**src/rtl/pc_sequencer.sv**
```systemverilog
// rtl/pc_sequencer.sv - fetch-stage PC with next-PC select and I/O stall sequencer
// Optional PC_ALIGN_CHECK_EN: misaligned targets redirect to TRAP_ADDR and pulse misalign_err.
module pc_sequencer #(
    parameter int                ADDR_W      = 32,
    parameter logic [ADDR_W-1:0] RESET_ADDR  = '0,
    parameter int                IO_WAIT     = 5,
    parameter int                LINE_OFFSET = 2,
    parameter logic [ADDR_W-1:0] TRAP_ADDR   = '0
) (
    input  logic              CLK,
    input  logic              reset,
    input  logic              stall,
    input  logic              input_flag,
    input  logic              output_flag,
    input  logic              insert,
    input  logic [1:0]        pc_sel,
    input  logic [ADDR_W-1:0] branch_target,
    input  logic [ADDR_W-1:0] jump_target,
    input  logic [ADDR_W-1:0] reg_target,
    output logic [ADDR_W-1:0] addressOut,
    output logic [ADDR_W-1:0] pc_plus4,
    output logic [31:0]       linha,
    output logic              io_busy
`ifdef PC_ALIGN_CHECK_EN
    ,
    output logic              misalign_err
`endif
);

    localparam int                CNT_W     = (IO_WAIT < 1) ? 1 : $clog2(IO_WAIT + 1);
    localparam bit                SETTLE_EN = (IO_WAIT != 0);
    localparam logic [CNT_W-1:0]  CNT_LAST  = SETTLE_EN ? CNT_W'(IO_WAIT - 1) : '0;

    typedef enum logic [1:0] {
        RUN       = 2'd0,
        IO_HOLD   = 2'd1,
        IO_SETTLE = 2'd2
    } state_t;

    state_t             state_q, state_d;
    logic [CNT_W-1:0]   cnt_q, cnt_d;
    logic [ADDR_W-1:0]  addr_q, addr_d;
    logic [31:0]        linha_q, linha_d;
    logic               io_busy_q, io_busy_d;
`ifdef PC_ALIGN_CHECK_EN
    logic               misalign_q, misalign_d;
`endif

    logic [ADDR_W-1:0]  next_pc;
    logic [ADDR_W-1:0]  load_pc;
    logic               update;
    logic               io_flag;

    // Word index plus offset, zero-extended or truncated to 32 bits.
    function automatic logic [31:0] line_of(input logic [ADDR_W-1:0] a);
        logic [ADDR_W+31:0] ext;
        ext = {32'd0, a >> 2};
        return ext[31:0] + 32'(LINE_OFFSET);
    endfunction

    assign io_flag  = input_flag | output_flag;
    assign pc_plus4 = addr_q + ADDR_W'(4);

    always_ff @(posedge CLK or posedge reset) begin
        if (reset) begin
            state_q    <= RUN;
            cnt_q      <= '0;
            addr_q     <= RESET_ADDR;
            linha_q    <= line_of(RESET_ADDR);
            io_busy_q  <= 1'b0;
`ifdef PC_ALIGN_CHECK_EN
            misalign_q <= 1'b0;
`endif
        end else begin
            state_q    <= state_d;
            cnt_q      <= cnt_d;
            addr_q     <= addr_d;
            linha_q    <= linha_d;
            io_busy_q  <= io_busy_d;
`ifdef PC_ALIGN_CHECK_EN
            misalign_q <= misalign_d;
`endif
        end
    end

    always_comb begin
        state_d = state_q;
        if (!stall) begin
            case (state_q)
                RUN: begin
                    if (io_flag && !insert) state_d = IO_HOLD;
                end
                IO_HOLD: begin
                    if (insert) state_d = SETTLE_EN ? IO_SETTLE : RUN;
                end
                IO_SETTLE: begin
                    if (cnt_q == CNT_LAST) state_d = RUN;
                end
                default: state_d = RUN;
            endcase
        end
    end

    always_comb begin
        case (pc_sel)
            2'b00:   next_pc = pc_plus4;
            2'b01:   next_pc = branch_target;
            2'b10:   next_pc = jump_target;
            default: next_pc = reg_target;
        endcase

        update = 1'b0;
        cnt_d  = cnt_q;
        if (!stall) begin
            case (state_q)
                RUN: begin
                    update = !(io_flag && !insert);
                end
                IO_HOLD: begin
                    if (insert) begin
                        update = !SETTLE_EN;
                        cnt_d  = '0;
                    end
                end
                IO_SETTLE: begin
                    if (cnt_q == CNT_LAST) begin
                        update = 1'b1;
                        cnt_d  = '0;
                    end else begin
                        cnt_d = cnt_q + 1'b1;
                    end
                end
                default: cnt_d = '0;
            endcase
        end

        load_pc = next_pc;
`ifdef PC_ALIGN_CHECK_EN
        misalign_d = misalign_q;
        if (!stall) misalign_d = 1'b0;
        if (update && (next_pc[1:0] != 2'b00)) begin
            load_pc    = TRAP_ADDR;
            misalign_d = 1'b1;
        end
`endif

        addr_d    = addr_q;
        linha_d   = linha_q;
        io_busy_d = io_busy_q;
        if (!stall) io_busy_d = (state_d != RUN);
        if (update) begin
            addr_d  = load_pc;
            linha_d = line_of(load_pc);
        end
    end

    assign addressOut = addr_q;
    assign linha      = linha_q;
    assign io_busy    = io_busy_q;
`ifdef PC_ALIGN_CHECK_EN
    assign misalign_err = misalign_q;
`endif

endmodule

```
**config.mk**
```make
export PLATFORM = sky130hd
export DESIGN_NAME = pc_sequencer
export DESIGN_NICKNAME = d
export VERILOG_FILES = /design/src/rtl/pc_sequencer.sv
export SDC_FILE = /design/constraint.sdc
export NUM_CORES = 1
export LEC_CHECK = 0
export ABC_AREA = 1
export CAP_MARGIN = 20
export CELL_PAD_IN_SITES_DETAIL_PLACEMENT = 1
export CELL_PAD_IN_SITES_GLOBAL_PLACEMENT = 1
export CORE_MARGIN = 4
export CORE_UTILIZATION = 34
export CTS_BUF_LIST = sky130_fd_sc_hd__clkbuf_4 sky130_fd_sc_hd__clkbuf_8
export CTS_CLUSTER_SIZE = 25
export DETAILED_ROUTE_END_ITERATION = 8
export PLACE_DENSITY = 0.95
export SKIP_CTS_REPAIR_TIMING = 1
export SLEW_MARGIN = 30
export SYNTH_ARGS = -nofsm -noshare
export SYNTH_HDL_FRONTEND = slang
export SYNTH_SLANG_ARGS = --single-unit
export TNS_END_PERCENT = 5
```
**constraint.sdc**
```tcl
create_clock -name CLK -period 3.6 [get_ports CLK]
set_clock_uncertainty 0.05 [all_clocks]
set_input_delay 0.72 -clock CLK [delete_from_list [all_inputs] [get_ports CLK]]
set_output_delay 0.72 -clock CLK [all_outputs]
set_load 0.02 [all_outputs]
```
==> results of run 1 <==
[cell families (layout without fill, tap and decap cells)]
family	count (synthesis)	after routing	synth area share, %
mux	1	1	0.1861
other cells	1	3	0.06970
xor+xnor	3	3	0.4885
compound gates	107	107	11.88
fa+ha+maj	4	4	0.9303
buf+inv	132	337	10.23
simple gates	521	521	44.56
flops	68	68	31.65
[metal layers]
metal  wire, um  global-route usage (%)
met1      10350                   35.38
met2      12090                   46.69
met3       1689                   6.002
met4       1055                   11.37
met5          0                       0
[worst max-delay path by stage]
stage / to / from
3_5_place_dp: linha[25] / pc_sel[0]
6_report: pc_plus4[24] / addressOut[3]
5_1_grt: pc_plus4[21] / addressOut[10]
2_1_floorplan: linha[25] / linha[0]
3_3_place_gp: linha[25] / pc_sel[0]
4_1_cts: pc_plus4[26] / addressOut[3]
[through the flow]
step | std cells | setup WS (ns)
after CTS | 1253 | -0.03169
after floorplan | 837 | 0.9431
after global routing | 1255 | 0.007246
after detailed placement | 1237 | 0.1156
after global placement | 1237 | 0.1455
final | 1255 | 0.1574
[report_power, final]
group	total [W]	switching, W	leakage (nW)	internal (W)
combinational	0.00344	0.00198	2.61	0.00145
sequential	0.00152	0.000408	0.842	0.00112
clock	0.000824	0.000345	0.122	0.000479
[area by class of cell]
cell class | count | share of cell area (%)
clock buffers | 10 | 1.734
clock inverters | 6 | 1.403
well taps | 211 | 3.325
diodes | 2 | 0.06304
inverters | 106 | 5.043
multi-input cells | 637 | 39.54
repair buffers | 215 | 27.42
flip-flops and latches | 68 | 21.47
[cells in the final DEF, fill, tap and decap left out, drive strengths merged, types with 5 or more instances in the layout]
cell and instances:
clkbuf 10, o21bai 5, nand4 16, o21ai 64, and2 24, nand3b 5
nor3 8, nor2 101, clkdlybuf4s50 198, inv 104, dfrtp 67, nand2 282
a221oi 8, a21oi 9, or2 6, buf 16, nand3 78
[critical path: cells and delay by family (launching register included)]
family | cells | cell delay (ns)
adders and majority gates | 1 | 0.27
buffers and inverters | 1 | 0.64
and+or+nand+nor | 7 | 0.95
DFF | 1 | 0.43
[synthesized netlist by cell type (5+ instances only)]
master and n:
buf_4 9, nor2_2 10, o21bai_1 5, inv_2 8, nand3_1 74, o21ai_0 50, nand4_1 16, nor2_1 79
o21ai_1 14, nand2_1 276, a221oi_1 8, or2_2 6, inv_1 95, a21oi_1 8, nor3_1 8, nor2_4 10
dfrtp_1 67, clkbuf_1 10, and2_1 24
[registers in the layout, indices dropped and copies added, names as in the netlist]
| signal | cells |
|---|---|
| state_q | 2 |
| io_busy | 1 |
| addressOut | 31 |
| cnt_q | 3 |
| linha | 31 |
==> metrics, run 1 <==
RSZ-0062 raised after global routing no; fillcell total about 2000; Rows 45; kind of critical path flip-flop to primary output; Required @ worst endpoint roughly 2.8 ns; Worst VDD drop roughly 0.47 mV; Peak Freq slightly below 0.3 GHz; Post-synth EDFFs 0; critical path's slowest cell clkdlybuf4s50_1; Hold Path Cell Cnt 2; Pins Over Slew Limit 0; Hold Path End linha[2]; PwrDens around 730 nW/um^2; Max-Cap Viols 0; 1st-iter DRT viols ~580; reg2reg path depth 14; CTS Buffer Depth 2; DR WL/cell between 20 and 25 um; Total Neg Setup Slack 0 ns; Critical Path Most Common Cell nand2_1; largest net degree at the start of global routing 69; ys async rst share 100.0%; HP Class flip-flop to flip-flop; root buffer cell clkbuf_8; global route total overflow 0; clk_lat worst skew between 0.3 and 0.4 ns; Layout area overhead 47.56%; max incr delay on CP 0.64 ns; placed cell area ~7700 sq um; total CTS buffers 9; Avg Vias per Cell approximately 5.3; reg-to-reg slack, setup approximately 0.73 ns; Yosys cell types 47; #FFs+latches synth about 70; global-route wire length before repair between 30000 and 40000 um; ratio of cells with drive above 1 in the final layout between 8 and 9%; CTS tree built; Port Buffer Count 199; drc violations 0; starting density of the core 35.00%; area of the multi-input gates between 3000 and 4000 sq um; post-synthesis cell area roughly 5400 sq um; min Tclk post-route 3.443 ns; core area between 15000 and 20000 sq um; Final setup viols 0; start point of the worst min-delay path linha[2]; register area share after synthesis about a third; R2R Path Start addressOut[3]; Fin. Hold Viols 0; cells along the critical path ha_2, nand2_1, nor2_4, nand3_1, nor2_4, nand2_1, nand2_1, and2_1, clkdlybuf4s50_1; Reg area around 1700 sq um; Worst-Margin Slew around 0.65 ns; antenna viol nets, final 0; Post-synth top flop dfrtp_1; H-Tree Depth 3; Die Span Y 133.8 um; Crit. End Element primary output; syn avg cell area 6.428 sq um; Pre-Repair DR Iteration Count 5; hold slack 0.4500 ns; syn nets around 950; Syn Inst Count roughly 840; Ys Warns 0; die area 17900 sq um; total number of vias about 6700; Final Net Count 1145; vias in the first global route between 7000 and 8000; startpoint types flip-flop; Max-slew headroom between 50% and 60%; GR Util All Layers between 20% and 30%; IO Count approximately 200; worst-path maximum fanout 6; largest cells by area after synthesis dfrtp_1 31%, nand2_1 19%, nand3_1 6.9%; clk sinks approximately 70; DP Wirelength between 15000 and 20000 um; initial antenna violation count 2; Final Cycle Share between 90 and 100%; Crit Reg-Reg Endpoint linha[24]; Reg clk slew, reported paths ~0.090 ns; final instance area 7939 sq um; area leader, netlist dfrtp_1; outcome complete, no violations; Data arrival, critical path about 2.7 ns; Core Util, Final 51.65%; Design Power between 0.005 and 0.006 W; Post-Route WL between 20000 and 30000 um; Lkg Pwr 3.579 nW; die width 133.8 um; area share of the largest cell type after synthesis a little under a third; gp weighted congestion 0.9246
No activity file was read; power rests on OpenSTA's default activity.
==> run 2: changes to the inputs <==
- CTS_CLUSTER_DIAMETER: unset -> 30
==> results of run 2 <==
Final layout, timing and power as in run 1 (identical DEF).
